**src/rtl/fpu_arbiter.sv**
```systemverilog
// Two-port arbiter sharing one pipelined FP adder; sequences run/stall, returns results per port.
// Define FPU_ARB_RR_EN for round-robin tie-breaking; otherwise requester 0 has fixed priority.
module fpu_arbiter #(
    parameter int LAT_MAX = 7
) (
    input  logic        clk,
    input  logic        rst_n,
    input  logic        r0_req,
    input  logic [1:0]  r0_op,
    input  logic [31:0] r0_x,
    input  logic [31:0] r0_y,
    output logic        r0_ack,
    output logic        r0_done,
    output logic [31:0] r0_z,
    input  logic        r1_req,
    input  logic [1:0]  r1_op,
    input  logic [31:0] r1_x,
    input  logic [31:0] r1_y,
    output logic        r1_ack,
    output logic        r1_done,
    output logic [31:0] r1_z,
    output logic        fa_run,
    output logic        fa_u,
    output logic        fa_v,
    output logic        fa_en,
    output logic [31:0] fa_x,
    output logic [31:0] fa_y,
    input  logic        fa_stall,
    input  logic [31:0] fa_z,
    output logic        busy,
    output logic        err
);

    localparam int CW = (LAT_MAX > 2) ? $clog2(LAT_MAX) : 1;
    localparam logic [CW-1:0] CNT_LAST = CW'(LAT_MAX - 1);

    typedef enum logic [1:0] {
        IDLE = 2'd0,
        RUN  = 2'd1,
        DONE = 2'd2
    } state_t;

    state_t        state, state_n;
    logic [CW-1:0] cnt, cnt_n;
    logic          gnt, gnt_n;
    logic [31:0]   x_n, y_n, z0_n, z1_n, res;
    logic          u_n, v_n, err_n;
    logic          ack0_n, ack1_n, done0_n, done1_n;
    logic          any_req, win;
    logic [1:0]    sel_op;
    logic [31:0]   sel_x, sel_y;

    assign any_req = r0_req | r1_req;

`ifdef FPU_ARB_RR_EN
    logic ptr, ptr_n;
    // ptr remembers the last granted requester; a tie goes to the other one
    assign win = (r0_req && r1_req) ? ~ptr : r1_req;
`else
    assign win = ~r0_req;
`endif

    assign sel_op = win ? r1_op : r0_op;
    assign sel_x  = win ? r1_x  : r0_x;
    assign sel_y  = win ? r1_y  : r0_y;
    assign res    = fa_stall ? 32'h0 : fa_z;
    assign busy   = (state != IDLE);

    always_comb begin
        state_n = state;
        cnt_n   = cnt;
        gnt_n   = gnt;
        x_n     = fa_x;
        y_n     = fa_y;
        u_n     = fa_u;
        v_n     = fa_v;
        z0_n    = r0_z;
        z1_n    = r1_z;
        err_n   = err;
        ack0_n  = 1'b0;
        ack1_n  = 1'b0;
        done0_n = 1'b0;
        done1_n = 1'b0;
`ifdef FPU_ARB_RR_EN
        ptr_n   = ptr;
`endif
        case (state)
            IDLE: begin
                if (any_req) begin
                    state_n = RUN;
                    cnt_n   = '0;
                    gnt_n   = win;
                    x_n     = sel_x;
                    // subtract is an add with the sign of y flipped
                    y_n     = (sel_op == 2'b11) ? {~sel_y[31], sel_y[30:0]} : sel_y;
                    u_n     = (sel_op == 2'b01);
                    v_n     = (sel_op == 2'b10);
                    ack0_n  = ~win;
                    ack1_n  = win;
`ifdef FPU_ARB_RR_EN
                    ptr_n   = win;
`endif
                end
            end
            RUN: begin
                cnt_n = cnt + CW'(1);
                if (!fa_stall || cnt == CNT_LAST) begin
                    state_n = DONE;
                    if (fa_stall) begin
                        err_n = 1'b1;
                    end
                    if (gnt) begin
                        z1_n    = res;
                        done1_n = 1'b1;
                    end else begin
                        z0_n    = res;
                        done0_n = 1'b1;
                    end
                end
            end
            DONE: begin
                state_n = IDLE;
            end
            default: begin
                state_n = IDLE;
            end
        endcase
    end

    // All handshake and adder outputs are registered from the next-state decision
    always_ff @(posedge clk or negedge rst_n) begin
        if (!rst_n) begin
            state   <= IDLE;
            cnt     <= '0;
            gnt     <= 1'b0;
            fa_x    <= 32'h0;
            fa_y    <= 32'h0;
            fa_u    <= 1'b0;
            fa_v    <= 1'b0;
            fa_run  <= 1'b0;
            fa_en   <= 1'b0;
            r0_z    <= 32'h0;
            r1_z    <= 32'h0;
            r0_ack  <= 1'b0;
            r1_ack  <= 1'b0;
            r0_done <= 1'b0;
            r1_done <= 1'b0;
            err     <= 1'b0;
`ifdef FPU_ARB_RR_EN
            ptr     <= 1'b1;
`endif
        end else begin
            state   <= state_n;
            cnt     <= cnt_n;
            gnt     <= gnt_n;
            fa_x    <= x_n;
            fa_y    <= y_n;
            fa_u    <= u_n;
            fa_v    <= v_n;
            fa_run  <= (state_n == RUN);
            fa_en   <= (state_n != IDLE);
            r0_z    <= z0_n;
            r1_z    <= z1_n;
            r0_ack  <= ack0_n;
            r1_ack  <= ack1_n;
            r0_done <= done0_n;
            r1_done <= done1_n;
            err     <= err_n;
`ifdef FPU_ARB_RR_EN
            ptr     <= ptr_n;
`endif
        end
    end

endmodule

```
**config.mk**
```make
export PLATFORM = sky130hd
export DESIGN_NAME = fpu_arbiter
export DESIGN_NICKNAME = d
export VERILOG_FILES = /design/src/rtl/fpu_arbiter.sv
export SDC_FILE = /design/constraint.sdc
export NUM_CORES = 1
export LEC_CHECK = 0
export CORE_UTILIZATION = 42
export CTS_CLUSTER_SIZE = 8
export DETAILED_ROUTE_END_ITERATION = 10
export GPL_TIMING_DRIVEN = 0
export PLACE_DENSITY_LB_ADDON = 0.15
export SLEW_MARGIN = 20
export SYNTH_ARGS = -nofsm -noshare
export SYNTH_HDL_FRONTEND = slang
export SYNTH_SLANG_ARGS = --single-unit
```
**constraint.sdc**
```tcl
create_clock -name clk -period 1.9 [get_ports clk]
set_input_delay 0.38 -clock clk [delete_from_list [all_inputs] [get_ports clk]]
set_output_delay 0.38 -clock clk [all_outputs]
set_load 0.02 [all_outputs]
```
---- Word-level counts from Yosys, hierarchy flattened ----
Cells that the tools add are included.
word-level totals
  register bits after elaboration ......... 143
  logic and storage cells ................. 59
  bits of input ports ..................... 169
cells by class
  muxes and demuxes ....................... 20
  $add $sub $neg .......................... 1
  bitwise operators ....................... 4
  eq/ne operators ......................... 7
  reduce and logical (&&, ||, !) cells .... 11
operator list
  operator                                                         number
  32-bit two-way mux                                               4
  1-bit two-way mux                                                10
  3-bit AND reduction                                              3
  2-bit by 1-bit == test with 1-bit output, second input constant  3
  2-bit two-way mux                                                3
  3-bit one-hot mux with 2 select lines                            1
  2-bit nonzero test                                               3
  2-bit == test, second input constant                             2
  2-bit one-hot mux with 2 select lines                            1
  2-bit AND reduction                                              2
  3-bit by 1-bit adder with 3-bit output, second input constant    1
  3-bit == test, second input constant                             1
  3-bit two-way mux                                                1
  1-bit inverter                                                   3
  2-bit zero test                                                  1
  2-bit != test, second input constant                             1
  1-bit zero test                                                  1
  1-bit logical OR                                                 1
  1-bit OR                                                         1

---- Logic depth before layout (Yosys ltp) ----
Gate-level depths: netlist (run 1).
  depth in word-level cells ............... 5
  depth in mapped cells ................... 8
  gate-level depth less buffers ........... 5

---- Least setup slack after synthesis (run 1) ----
Ideal clock, no wire load.
  path type ............................... register -> register
  start point ............................. reg cnt[0]
  end point ............................... reg r0_z[10]
  period minus slack after synthesis ...... 1.722 ns
  data required time ...................... 1.775 ns
  slack ................................... 0.178 ns
  path buffers ............................ 1
  library setup time ...................... 0.125 ns
  arrival time ............................ 1.598 ns
  stages on the path, launching flop included .. 7
  path through ............................ dfrtp_1 > inv_1 > ha_1 > a21bo_2 > nor3b_2 > buf_4 > mux2_2
between the ends
  word-level cells in the longest chain between the ends .. 3
RTL lines
  item                           line  text
  from (decl)                    44    logic [CW-1:0] cnt, cnt_n;
  from (signal assigned)         154   cnt <= cnt_n;
  3-bit == test                  107   if (!fa_stall || cnt == CNT_LAST) begin
  1-bit logical OR               107
  3-bit AND reduction (no line)  --
  to (signal assigned)           162   r0_z <= z0_n;
  to (decl)                      14    output logic [31:0] r0_z,
Every way passes these cells.
A chain may end at the register's enable or synchronous reset.

---- Final worst setup path (run 1) ----
  start point ............................. in fa_stall
  end point ............................... reg r0_z[18]
between the ends
  word-level cells in the longest chain between the ends .. 3
RTL lines
  item                           line  text
  from (decl)                    28    input logic fa_stall,
  1-bit zero test                107
  1-bit logical OR               107
  3-bit AND reduction (no line)  --
Parallel ways exist; a longest one is shown, timed or not.

==> results of run 1 <==
==> worst max path at each step <==
stage	to	slack (ps)	from
floorplan	r0_z[10]	180	cnt[0]
global placement	fa_x[9]	-5050	rst_n
detailed placement	r0_z[18]	-630	fa_stall
CTS	fa_y[30]	40	fa_y[30]
global route	r0_z[3]	-30	cnt[0]
finish	r0_z[18]	40	fa_stall
==> placed cells by master, fill, tap and decap left out, types with 2 or more instances in the layout <==
master           count
nor2b_1             32
buf_2               11
clkdlybuf4s50_1    303
clkbuf_1            18
mux2_2              57
ha_1                 2
clkinv_4             4
nor2_1               3
a21oi_2             30
inv_1                2
nand2_1              7
clkbuf_16           17
dfrtp_1            143
and2_1               2
a21oi_4             10
nand3_1              4
mux2_4               9
and2b_1              2
mux2i_1             65
buf_6                9
nand3b_1             2
buf_4                7
clkinv_2             3
clkinvlp_4           3
bufinv_16            4
a21oi_1             89
==> Yosys cell counts (all sizes together) <==
| cell | count | area, µm² |
|---|---|---|
| nand3 | 4 | 20.0 |
| a211o | 1 | 8.76 |
| o2bb2ai | 1 | 8.76 |
| o22ai | 1 | 6.26 |
| ha | 2 | 25.0 |
| and2 | 2 | 12.5 |
| and3 | 1 | 6.26 |
| a21bo | 1 | 10.0 |
| nor2b | 32 | 200 |
| dfrtp | 143 | 3580 |
| nor2 | 4 | 15.0 |
| nand2 | 7 | 26.3 |
| nand2b | 1 | 6.26 |
| inv | 2 | 7.51 |
| or2 | 1 | 6.26 |
| buf | 22 | 183 |
| clkbuf | 19 | 71.3 |
| nand3b | 2 | 15.0 |
| a31oi | 1 | 6.26 |
| a41o | 1 | 10.0 |
| and2b | 2 | 15.0 |
| mux2 | 66 | 777 |
| a21o | 1 | 7.51 |
| nor3b | 1 | 12.5 |
| a21oi | 129 | 871 |
| xor2 | 1 | 8.76 |
| o21ai | 1 | 5.00 |
| mux2i | 65 | 651 |
==> sequential cells by signal, indices dropped and copies added, names as in the netlist <==
| name | flops |
|---|---|
| r1_z | 32 |
| err | 1 |
| state | 2 |
| fa_u | 1 |
| r1_done | 1 |
| r0_ack | 1 |
| fa_v | 1 |
| cnt | 3 |
| gnt | 1 |
| fa_en | 1 |
| r0_z | 32 |
| fa_run | 1 |
| fa_y | 32 |
| r1_ack | 1 |
| fa_x | 32 |
| r0_done | 1 |
==> timing repair <==
item	in CTS	in global routing
buffers inserted	5	0
pin swaps	1	0
hold endpoints to repair	15	0
resized for setup	10	3
endpoints found under the setup margin	46	30
hold buffers	1	0
==> kinds of logic after synthesis <==
kind of cell             count (synthesis)  synth area share
AND/OR/NAND/NOR                         57            0.0510
buffers and inverters                   43            0.0398
multiplexers                           131             0.217
flip-flops                             143             0.545
AO/OA/AOI/OAI                          137             0.142
adder cells (fa/ha/maj)                  2           0.00381
XOR/XNOR                                 1           0.00133
==> power by group <==
group	leakage, nW	total (mW)	switching (mW)	internal, mW
combinational	2.50	8.70	4.41	4.29
sequential	1.72	5.32	0.820	4.50
clock	0.296	3.49	1.29	2.19
total	4.52	17.5	6.52	11.0
==> routing by layer <==
layer | GRT usage | up-vias
li1 | - | 2485
met1 | 0.278 | 2583
met2 | 0.418 | 219
met3 | 0.0674 | 31
met4 | 0.100 | 0
met5 | 0 | -
==> worst max-delay path: cells and delay by family <==
| kind | cells | cell delay (ps) |
|---|---|---|
| AND/OR/NAND/NOR | 1 | 180 |
| buffers and inverters | 3 | 930 |
| AO/OA/AOI/OAI | 1 | 290 |
| multiplexers | 1 | 360 |
==> metrics by stage <==
step           setup WS, ps  hold slack, ps  utilization  power, mW
6_report               42.4             489        0.696       17.5
4_1_cts                39.0             491        0.695       17.7
3_3_place_gp          -5050             468        0.648       13.8
2_1_floorplan           178            84.4            -       9.81
5_1_grt               -33.4             505        0.696       18.4
3_5_place_dp           -629             438        0.650       14.0
==> cell type report <==
cell class,count,area [µm²]
clock buffers,18,429
clock inverters,14,193
well taps,211,264
multi-input cells,328,2740
fillers,1142,4650
plain buffers,41,269
flip-flops and latches,143,3580
repair buffers,312,3130
inverters,2,7.51
==> impl_metrics.ini, run 1 <==
[critical_path]
rr_worst_depth = 7
worstSetupEndpointType = flip-flop
cp.required_ps = 2190
path_max_fanout = 10
slowest_delay_ps = 590
cpMostUsedCell = buf_4
slowest_stage = clkdlybuf4s50_1
cp_cell_sequence = clkdlybuf4s50_1, a21bo_2, nor3b_4, buf_4, buf_4, mux2_2
start_kind = primary input
rr_endpoint = r0_z[18]
critPathArrivalTime_ps = 2150
r2r_setup_slack_ps = 40
path_class = primary input to flip-flop
r2r_start = cnt[0]

[worst_hold_path]
hold_start = err
hold_path.class = flip-flop to flip-flop
whs_endpoint = err
hold_depth = 1

[global_routing]
grt_max_degree = 91
grtUsageTotal = 0.240
grt_pass1_wl_mm = 29.6
grt_pass1_vias = 5626
grt_overflow_total = 0
antenna_found_initial = 0

[routing]
wl_per_cell_um = 17.5
drc = 0
totalWireLength_mm = 18.7
wl_met3_mm = 1.31
drt_first_pass_iters = 4
ant_nets = 0
top_layer_used = met4
met1_length_mm = 7.47
num_vias = 5318
drtIter0Drc = 178
wl_met2_mm = 9.47
via_per_inst = 4.97

[timing]
slew_viol_final = 0
layout_min_cycle_time_ps = 1860
finalSetupViolations = 0
worst_slew_pin_slew_ps = 765
finalCritPeriodShare = 0.978
rsz0062_at_grt = yes
fin_skew_ps = 7.14
fmax_mhz = 538
relSlewSlack = 0.490
fin_tns_setup_ps = 0
hold_violations = 0

[logic_synthesis]
synth_seq_area_share = 0.545
post_synth_instance_area_um2 = 6570
ys_warn_count = 0
synth_nets = 685
netlist_instances = 514
ys_ff_latch = 143
synth.avg_cell_area_um2 = 12.8
yosysUniqueCellTypes = 34

[layout]
fin_area_um2 = 10600
drive_above_1_share = 0.200
final_nets = 1016
final_cells = 1069
insertedDiodeCount = 0
area_delta_synth_final_pct = 61.5

[clock_tree]
clk_pin_slew_worst_paths_ps = 60
cts_tree = built
cts.sinks = 143
clock_latency_ps = 420
htreeDepth = 4
clockBufferDepth = 2
cts_made_buffers = 17
root_buffer = clkbuf_16

[place]
placed_area_um2 = 9920
gp_congestion = 0.769
hpwl_mm = 14.2
dp_cells = 1031
numPortBuffers = 305

[run_status]
outcome = completed

[power_and_ir_drop]
ir_drop_mv = 0.712
cellPowerDensity_nw_per_um2 = 1650
power_leakage_nw = 4.52

[run]
maxCapViolCount = 0

[die]
die_h_um = 127
core_um2 = 15300
start_util = 0.431
die_area_um2 = 16100
fp.dieW_um = 127
row_count = 45
pin_count = 307
No activity file was read; power rests on OpenSTA's default activity.
==> run 2, diff against run 1 <==
GPL_TIMING_DRIVEN = not set   (was 0)
==> run 2 against run 1 <==
  * Worst setup slack better by 26 ps
  * Critical path depth down 5
  * Sequential share of layout area increased by 0.21 points
  * Combinational power decreased by 2%
  * Highest routed layer unchanged
  * Critical endpoint is now fa_x[29]
  * First-iteration DRC count increased by 26%
  * Cell count shrank 2.2%
  * Utilization is 0.43 points lower
==> impl_metrics.ini, run 2 (synthesis gave the netlist of run 1 again) <==
[power_and_ir_drop]
power_leakage_nw = 4.48
power_mw = 17.2
p_sw_mw = 6.40
comb_power_share = 0.499
cellPowerDensity_nw_per_um2 = 1630
clkPwrFrac = 0.189
ir_drop_mv = 1.06
pwr-share-seq = 0.313
p_sw_frac = 0.373
intPower_mw = 10.8

[clock_tree]
cts.sinks = 143
cts_made_buffers = 17
clk_pin_slew_worst_paths_ps = 60
clock_latency_ps = 410
htreeDepth = 4
clockBufferDepth = 2
cts_tree = built
root_buffer = clkbuf_16

[timing]
finalCritPeriodShare = 0.964
relSlewSlack = 0.710
worst_slew_pin_slew_ps = 436
finalSetupViolations = 0
hold_violations = 0
fin_skew_ps = 6.59
layout_min_cycle_time_ps = 1830
hold_slack_ps = 418
slew_viol_final = 0
fin_tns_setup_ps = 0
fmax_mhz = 546
rsz0062_at_grt = no
setup_slack_ps = 68.9

[critical_path]
rr_endpoint = r0_z[18]
critPathArrivalTime_ps = 1450
slowest_stage = clkdlybuf4s50_1
cp_cell_sequence = clkdlybuf4s50_1
cp.required_ps = 1520
r2r_start = cnt[0]
rr_worst_depth = 6
path_class = flip-flop to primary output
worstSetupEndpointType = primary output
start_kind = flip-flop
path_buf_inv = 1
path_delay_family = buffers and inverters
path_max_fanout = 2
slowest_delay_ps = 630
r2r_setup_slack_ps = 130

[layout]
final_common_cell = clkdlybuf4s50_1
area_delta_synth_final_pct = 60.5
drive_above_1_share = 0.201
final_cell_mix = 303 x clkdlybuf4s50_1, 143 x dfrtp_1, 89 x a21oi_1
insertedDiodeCount = 0
final_nets = 992
fillCellCount = 1138

[die]
die_area_um2 = 16100
start_util = 0.431
pin_count = 307
core_um2 = 15300
row_count = 45
fp.dieW_um = 127
die_h_um = 127

[worst_hold_path]
hold_path.class = primary input to flip-flop
hold_depth = 3
whs_endpoint = r1_ack
hold_start = r0_req

[routing]
totalWireLength_mm = 18.3
drtIter0Drc = 225
num_vias = 5242
wl_per_cell_um = 17.5
drt_first_pass_iters = 5
ant_nets = 0
via_per_inst = 5.02
drc = 0

[place]
place_ws_ps = -75.1
numPortBuffers = 306
hpwl_mm = 13.4
gp_congestion = 0.777

[global_routing]
grt_pass1_wl_mm = 28.9
grtUsageTotal = 0.235
antenna_found_initial = 0
grt_max_degree = 71
grt_pass1_vias = 5583
grt_overflow_total = 0

[run_status]
outcome = completed

[run]
maxCapViolCount = 0
==> run 2: worst reg2reg max path: stages, from the launching register on <==
cell	delay [ps]
dfrtp_1	390
inv_1	80
ha_1	190
a21bo_2	150
nor3b_4	230
buf_12	240
mux2_2	380
==> run 2: cell type report <==
class,instances,area (µm²),share of cell area
clock inverter,9,81.3,0.00771
clock buffer,23,508,0.0482
timing repair buffer,329,3360,0.319
multi-input combinational,328,2750,0.260
inverter,2,7.51,0.000712
sequential,143,3580,0.339
tap,211,264,0.0250
==> run 2: timing repair <==
item                                    4_1_cts  5_1_grt
gates resized for setup                       1        0
endpoints found under the setup margin        1        0
hold buffers                                  1        0
hold endpoints to repair                     38        0
buffers inserted                              0        0
==> run 2: worst max-delay path by stage <==
stage	slack [ps]	endpoint	cells after the start	start
floorplan	180	r0_z[10]	6	cnt[0]
global placement	-40	r0_z[27]	5	fa_stall
detailed placement	-80	r0_z[26]	5	fa_stall
CTS	30	fa_x[29]	1	fa_x[29]
global route	20	r0_z[18]	6	cnt[0]
finish	70	fa_x[29]	1	fa_x[29]
==> run 2: power groups by stage <==
stage	Clock (mW)	Combinational (mW)	Sequential [mW]
after detailed placement	0	8.64	5.38
after CTS	3.32	8.65	5.37
after global routing	3.45	9.07	5.55
final	3.24	8.56	5.37
after floorplan	0	2.85	6.97
after global placement	0	8.45	5.36
==> run 2: metal layers <==
layer  GRT usage  vias to the layer above  routed length (µm)
li1            -                     2444                   -
met2       0.414                      225                9320
met5           0                        -                   0
met3      0.0779                       29                1330
met4      0.0903                        0                 447
met1       0.264                     2544                7180
==> run 2: metrics by stage <==
| stage | cells | cell area, µm² | utilization |
|---|---|---|---|
| after floorplan | 514 | 6570 | - |
| after global placement | 1012 | 9950 | 0.652 |
| after detailed placement | 1012 | 9950 | 0.652 |
| after CTS | 1045 | 10500 | 0.691 |
| after global routing | 1045 | 10500 | 0.691 |
| final | 1045 | 10500 | 0.691 |
